<file path="config.mk">
export PLATFORM = sky130hd
export DESIGN_NAME = led_ctrl
export DESIGN_NICKNAME = d
export VERILOG_FILES = /design/src/rtl/led_ctrl.sv
export SDC_FILE = /design/constraint.sdc
export NUM_CORES = 1
export LEC_CHECK = 0
export BUFFER_PORTS_ARGS = -buffer_cell sky130_fd_sc_hd__buf_2
export CAP_MARGIN = 20
export CORE_ASPECT_RATIO = 1.5
export CORE_MARGIN = 5
export CORE_UTILIZATION = 55
export DETAILED_ROUTE_END_ITERATION = 12
export PLACE_DENSITY = 0.75
export SLEW_MARGIN = 10
export SYNTH_ARGS = -nofsm -noshare
export SYNTH_HDL_FRONTEND = slang
export SYNTH_SLANG_ARGS = --single-unit
</file>
<file path="constraint.sdc">
create_clock -name CLK -period 2.8 [get_ports CLK]
set_input_delay 0.42 -clock CLK [delete_from_list [all_inputs] [get_ports CLK]]
set_output_delay 0.42 -clock CLK [all_outputs]
set_load 0.01 [all_outputs]
</file>
<file path="src/rtl/led_ctrl.sv">
// Multi-channel LED controller: per-channel OFF/ON/BLINK/BURST modes with a
// debounced board switch that re-arms idle burst channels.
module led_ctrl #(
  parameter int NCH     = 2,
  parameter int CNT_W   = 26,
  parameter int DEB_MAX = 500000,
  parameter int BST_W   = 8
) (
  input  logic             CLK,
  input  logic             NRST,
  input  logic             SW,
  input  logic             cfg_we,
  input  logic [2:0]       cfg_ch,
  input  logic [1:0]       cfg_mode,
  input  logic [CNT_W-1:0] cfg_half,
  input  logic [BST_W-1:0] cfg_cnt,
  output logic [NCH-1:0]   led_o,
  output logic [NCH-1:0]   busy_o,
  output logic             sw_db_o
);

  typedef enum logic [1:0] {
    M_OFF   = 2'd0,
    M_ON    = 2'd1,
    M_BLINK = 2'd2,
    M_BURST = 2'd3
  } mode_t;

  localparam int DEB_W = (DEB_MAX > 1) ? $clog2(DEB_MAX) : 1;
  localparam logic [DEB_W-1:0] DEB_LAST = DEB_W'(DEB_MAX - 1);

  logic             sync1;
  logic             sw_s;
  logic             sw_db;
  logic             sw_db_d;
  logic             trg;
  logic [DEB_W-1:0] deb_cnt;
  mode_t            new_mode;

  assign new_mode = mode_t'(cfg_mode);
  assign sw_db_o  = sw_db;

  // The debounced level only moves after DEB_MAX consecutive disagreeing cycles;
  // trg is a registered rising-edge detect of that level.
  always_ff @(posedge CLK or negedge NRST) begin
    if (!NRST) begin
      sync1   <= 1'b0;
      sw_s    <= 1'b0;
      sw_db   <= 1'b0;
      sw_db_d <= 1'b0;
      trg     <= 1'b0;
      deb_cnt <= '0;
    end else begin
      sync1   <= SW;
      sw_s    <= sync1;
      sw_db_d <= sw_db;
      trg     <= sw_db & ~sw_db_d;
      if (sw_s != sw_db) begin
        if (deb_cnt == DEB_LAST) begin
          sw_db   <= sw_s;
          deb_cnt <= '0;
        end else begin
          deb_cnt <= deb_cnt + DEB_W'(1);
        end
      end else begin
        deb_cnt <= '0;
      end
    end
  end

  for (genvar g = 0; g < NCH; g++) begin : g_ch
    mode_t            mode;
    logic [CNT_W-1:0] half;
    logic [CNT_W-1:0] cnt;
    logic [BST_W-1:0] rem;
    logic [BST_W-1:0] blen;
    logic             led_r;
    logic             busy_r;
    logic             hit;
    logic             wrap;

    // Indices at or above NCH never match any channel, so such writes vanish.
    assign hit      = cfg_we && (cfg_ch == 3'(g));
    assign wrap     = (cnt == half);
    assign led_o[g]  = led_r;
    assign busy_o[g] = busy_r;

    // A config write takes priority over everything, including a same-cycle retrigger.
    always_ff @(posedge CLK or negedge NRST) begin
      if (!NRST) begin
        mode   <= M_OFF;
        half   <= '0;
        cnt    <= '0;
        rem    <= '0;
        blen   <= '0;
        led_r  <= 1'b0;
        busy_r <= 1'b0;
      end else if (hit) begin
        mode  <= new_mode;
        half  <= cfg_half;
        cnt   <= '0;
        led_r <= (new_mode == M_ON);
        if (new_mode == M_BURST) begin
          rem    <= cfg_cnt;
          blen   <= cfg_cnt;
          busy_r <= (cfg_cnt != '0);
        end else begin
          busy_r <= 1'b0;
        end
      end else begin
        case (mode)
          M_OFF: begin
            led_r <= 1'b0;
            cnt   <= '0;
          end
          M_ON: begin
            led_r <= 1'b1;
            cnt   <= '0;
          end
          M_BLINK: begin
            if (wrap) begin
              cnt   <= '0;
              led_r <= ~led_r;
            end else begin
              cnt <= cnt + CNT_W'(1);
            end
          end
          M_BURST: begin
            if (busy_r) begin
              if (wrap) begin
                cnt <= '0;
                if (led_r) begin
                  led_r <= 1'b0;
                  rem   <= rem - BST_W'(1);
                  if (rem == BST_W'(1)) begin
                    busy_r <= 1'b0;
                  end
                end else begin
                  led_r <= 1'b1;
                end
              end else begin
                cnt <= cnt + CNT_W'(1);
              end
            end else if (trg && (blen != '0)) begin
              rem    <= blen;
              busy_r <= 1'b1;
              cnt    <= '0;
              led_r  <= 1'b0;
            end else begin
              led_r <= 1'b0;
            end
          end
          default: begin
            led_r <= 1'b0;
          end
        endcase
      end
    end
  end

endmodule

</file>
Word-level counts from Yosys, hierarchy flattened
Index checks and enable logic that the tools add are counted.
{"block": "classes", "addsub": 5, "eq_ne": 27, "muxes": 52, "bitwise": 4, "reduce_logical": 23}
{"op": "2-to-1 mux 26 bit", "count": 8}
{"op": "case mux 26 bit (3 select lines)", "count": 2}
{"op": "2-to-1 mux 8 bit", "count": 13}
{"op": "adder 26 x 1 -> 26 bit, second input constant", "count": 2}
{"op": "equality test 26 bit", "count": 2}
{"op": "2-to-1 mux 19 bit", "count": 2}
{"op": "2-to-1 mux 1 bit", "count": 25}
{"op": "nonzero test 8 bit", "count": 3}
{"op": "adder 19 x 1 -> 19 bit, second input constant", "count": 1}
{"op": "equality test 19 bit, second input constant", "count": 1}
{"op": "equality test 8 x 1 -> 1 bit, second input constant", "count": 2}
{"op": "!= test 4 bit, second input constant", "count": 4}
{"op": "subtractor 8 x 1 -> 8 bit, second input constant", "count": 2}
{"op": "equality test 2 bit, second input constant", "count": 5}
{"op": "AND reduction 2 bit", "count": 5}
{"op": "AND reduction 5 bit", "count": 2}
{"op": "case mux 1 bit (4 select lines)", "count": 2}
{"op": "equality test 2 x 1 -> 1 bit, second input constant", "count": 3}
{"op": "!= test 3 x 1 -> 1 bit, second input constant", "count": 2}
{"op": "!= test 3 x 2 -> 1 bit, second input constant", "count": 2}
{"op": "!= test 3 bit, second input constant", "count": 2}
{"op": "nonzero test 3 bit", "count": 2}
{"op": "logical AND 1 bit", "count": 4}
{"op": "zero test 2 bit", "count": 2}
{"op": "8 further kinds", "count": 13}
{"block": "totals", "reg_bits": 168, "input_bits": 43, "output_inout_bits": 5, "word_cells": 131}

Longest topological paths before layout
{"block": "logic_depth", "depth_word": 7, "ltp_mapped": 9, "ltp_nobuf": 8}

Worst setup path after synthesis
No wires, ideal clock.
{"block": "synth_timing", "path_type": "register to register", "start": "register g_ch[1].cnt[10]", "end": "register g_ch[1].rem[2]", "setup_time_ps": 128, "arrival_time_ps": 1892, "required_time_ps": 2672, "slack_ps": 780, "path_stages_with_launch": 8, "n_path_buf": 1, "synth_period_minus_slack_ps": 2020, "path_cell_list": "dfrtp_1 buf_6 xnor2_2 nand4_2 nor4_4 nand2_4 a21oi_2 mux2_1"}
{"block": "synth_via", "elab_chain_len": 3}
{"item": "start: declaration", "line": "74", "rtl": "logic [CNT_W-1:0] cnt;"}
{"item": "start signal: assignment", "line": "125", "rtl": "cnt <= cnt + CNT_W'(1);"}
{"item": "start signal: assignment", "line": "142", "rtl": "cnt <= cnt + CNT_W'(1);"}
{"item": "equality test 26 bit", "line": "84", "rtl": "assign wrap = (cnt == half);"}
{"item": "!= test 3 x 1 -> 1 bit (no line)"}
{"item": "AND reduction 5 bit (no line)"}
{"item": "end signal: assignment", "line": "104", "rtl": "rem <= cfg_cnt;"}
{"item": "end signal: assignment", "line": "134", "rtl": "rem <= rem - BST_W'(1);"}
{"item": "end signal: assignment", "line": "145", "rtl": "rem <= blen;"}
{"item": "end: declaration", "line": "75", "rtl": "logic [BST_W-1:0] rem;"}
No other way between the ends.
A chain may end at the register's enable or synchronous reset.

Final worst setup path
{"block": "layout_timing", "start": "register g_ch[0].cnt[3]", "end": "register g_ch[0].cnt[5]"}
{"block": "layout_via", "elab_chain_len": 5, "word_cells_on_any_way": 6, "cone_classes": "add/sub (1); eq/ne (1); mux (4)"}
{"item": "start: declaration", "line": "74"}
{"item": "start signal: assignment", "line": "125"}
{"item": "start signal: assignment", "line": "142"}
{"item": "adder 26 x 1 -> 26 bit or equality test 26 bit (tied branches)", "line": "125, 142, 84"}
{"item": "2-to-1 mux 26 bit (*)", "line": "121, 130"}
{"item": "2-to-1 mux 26 bit", "line": "129", "rtl": "if (busy_r) begin"}
{"item": "case mux 26 bit (3 select lines) (*)", "line": "111", "rtl": "case (mode)"}
{"item": "2-to-1 mux 26 bit (*)", "line": "98", "rtl": "end else if (hit) begin"}
Mark *: on every way between the ends. The rest lies on a longest branch, timed or not.

==> flow_summary.ini <==
[die]
core_area_um2 = 16700
dieArea_um2 = 19600
start_util_pct = 55.4
num_io_pins = 48
die_y_um = 169
rows = 58
fp.dieW_um = 116

[routing]
vias_per_cell = 5.84
drt-initial-drc-count = 398
via_count = 7539
drt-pass1-iter-count = 4
wl_um = 21900
postRouteAntennaNets = 0
wl_per_cell_um = 17.0
drcViolationCount = 0

[setup_path]
cp_slowest_cell = nor4_4
critPathMaxStageDelay_ps = 480
arrival_ps = 2690
critPathCaptureType = flip-flop
path_cells = xnor2_1, nand4_1, nor4_4, nand2_2, buf_4, a31o_1, a22o_1
required_ps = 3110
critical_path_class = flip-flop to flip-flop
path_buf_inv = 1
path_max_fanout = 12
crit_family = simple AND/OR/NAND/NOR gates
start_kind = flip-flop

[placed_design]
dpl_cell_area_um2 = 9670
gp_congestion = 0.912
io_buffers = 47
dp_hpwl_um = 15800

[synthesis]
ys_types = 73
postSynthCellCount = 1032
avgSynthCellArea_um2 = 8.96
yosysTopAreaCellShare_pct = 45.4
synthFlopType = dfrtp_1
yosysSeqAreaShare_pct = 45.4
synth_top_area_cell = dfrtp_1
ys_async_sr_fraction_pct = 100
syn-num-nets = 1084
synth_edf_count = 0
synth-seq-cells = 168
synth_area_um2 = 9250
synth.area.top_cells = dfrtp_1 (45%), nand2_1 (10%), xnor2_1 (7.7%)
ys_warn_count = 0

[global_routing]
grt.total_usage_pct = 23.4
grt_max_degree = 66
gr-total-overflow = 0
grt_pass1_wl_um = 36700
antenna_found_initial = 0
grt_pass1_vias = 7535

[final_layout]
drive_gt1_share_pct = 14.1
nNetsFinal = 1121
diodes = 0
ff_latch_area_um2 = 4200
multi_input_area_um2 = 4720
syn2layout_area_growth_pct = 11.3
finalInstanceArea_um2 = 10300
fill_cells = 1426
layout_commonest_cell = nand2_1
layout_common_cells = nand2_1 (254), dfrtp_1 (168), xnor2_1 (81)

[hold_path]
hp-class = input port to flip-flop

[clock_tree]
cts_resized = 0
cts_made_buffers = 17
cts_post_setup_buffers_inserted = 0
cts_root_buf = clkbuf_16
htree_levels = 4
clkSinkCount = 168
cts_buffer_depth = 2
clkLatencyLatePin_ps = 430
clk_pin_slew_ps = 60
cts_tree = done

[pwr]
power_density_nw_per_um2 = 659
p_leak_uw = 0.00456
vdd_drop_max_uv = 372
total_power_uw = 6780

[flow_run]
maxCapViolations = 0

[sta]
slew_viol_final = 0
final-hold-violation-count = 0
post-route-period-util_pct = 85.1
max_freq_mhz = 420
slew_headroom_pct = 47.3
min_period_ps = 2380
rsz0062_at_grt = false
setup_viol = 0
fin_worst_skew_ps = 13.2
tns_ps = 0
worst_pin_slew_ps = 791

[run_status]
status = complete, no violations
power breakdown:
group	switching (µW)	internal, µW
Combinational	786	574
Clock	991	1430
Sequential	284	2710
Total	2060	4720
cell type report:
class,instances,share of cell area (%)
Multi-Input combinational cell,793,45.8
Sequential cell,168,40.8
Clock inverter,13,1.62
Tap cell,210,2.55
Clock buffer,19,4.30
Inverter,19,0.693
Timing Repair Buffer,70,4.17
worst paths after layout:
| kind | from | to | cells past startpoint | slack (ps) |
|---|---|---|---|---|
| worst max-delay path | g_ch[0].cnt[3]$_DFFE_PN0P_ | g_ch[0].cnt[5]$_DFFE_PN0P_ | 7 | 420 |
| worst min-delay path | SW | sync1$_DFF_PN0_ | 1 | 100 |
| worst max register to register | g_ch[0].cnt[3]$_DFFE_PN0P_ | g_ch[0].cnt[5]$_DFFE_PN0P_ | 7 | 420 |
| worst min register to register | sync1$_DFF_PN0_ | sw_s$_DFF_PN0_ | 0 | 360 |
| max in group asynchronous | NRST | g_ch[1].cnt[17]$_DFFE_PN0P_ | 3 | 1530 |
| min in group asynchronous | NRST | sw_db_o$_DFFE_PN0P_ | 2 | 520 |
stage by stage:
stage	worst slack [ps]	hold slack [ps]	instances	util, %
after floorplan	780	124	1032	-
after global placement	269	334	1259	58.0
after detailed placement	254	336	1259	58.0
after CTS	430	85.2	1292	61.7
after global routing	305	87.9	1292	61.7
final	417	96.4	1292	61.7
layer usage:
metal / vias up / wire (µm) / global-route usage [%]
met4: 0 / 960 / 10.9
met5: - / 0 / 0
met3: 69 / 862 / 3.97
li1: 3625 / - / -
met1: 3646 / 8880 / 29.1
met2: 199 / 11200 / 39.4
synthesized netlist by cell type, types with 6 or more instances:
library cell and count:
clkbuf_1 18, nand3_1 36, a21o_1 10, nor3_1 28, nand4_1 26, o21ai_0 26, and2_1 6, a21oi_1 29
xnor2_1 81, nand3b_1 6, and3_1 19, nand2_1 254, dfrtp_1 168, a31oi_1 15, or4_1 6, mux2i_1 11
nor2_1 77, inv_1 19, nor2b_1 6, nand2b_1 7, nor4_1 18, ha_1 9, buf_2 17, or3_1 13
buf_4 7, mux2_2 20
cell families after synthesis:
logic type	synth area share, %
adders and majority gates	1.22
DFF	45.4
xor gates and xnor gates	8.32
and+or+nand+nor	27.9
buffers and inverters	3.73
muxes	3.75
AOI/OAI and AO/OA	9.60
worst reg2reg max path: stages, from the launching register on:
cell	delay, ps
dfrtp_1	460
xnor2_1	230
nand4_1	160
nor4_4	480
nand2_2	270
buf_4	260
a31o_1	190
a22o_1	220
state kept, by name, summed over array words and instances, names as in the netlist, 2 cells and up:
signal       flops
g_ch.busy_r      2
g_ch.blen       16
g_ch.half       52
g_ch.rem        16
g_ch.led_r       2
g_ch.cnt        52
deb_cnt         19
g_ch.mode        4
what timing repair did:
item | in CTS | in global routing
endpoints found under the setup margin | 0 | 0
endpoints found under the hold margin | 51 | 0
hold buffers | 1 | 0
(Power assumes the default switching activity.)
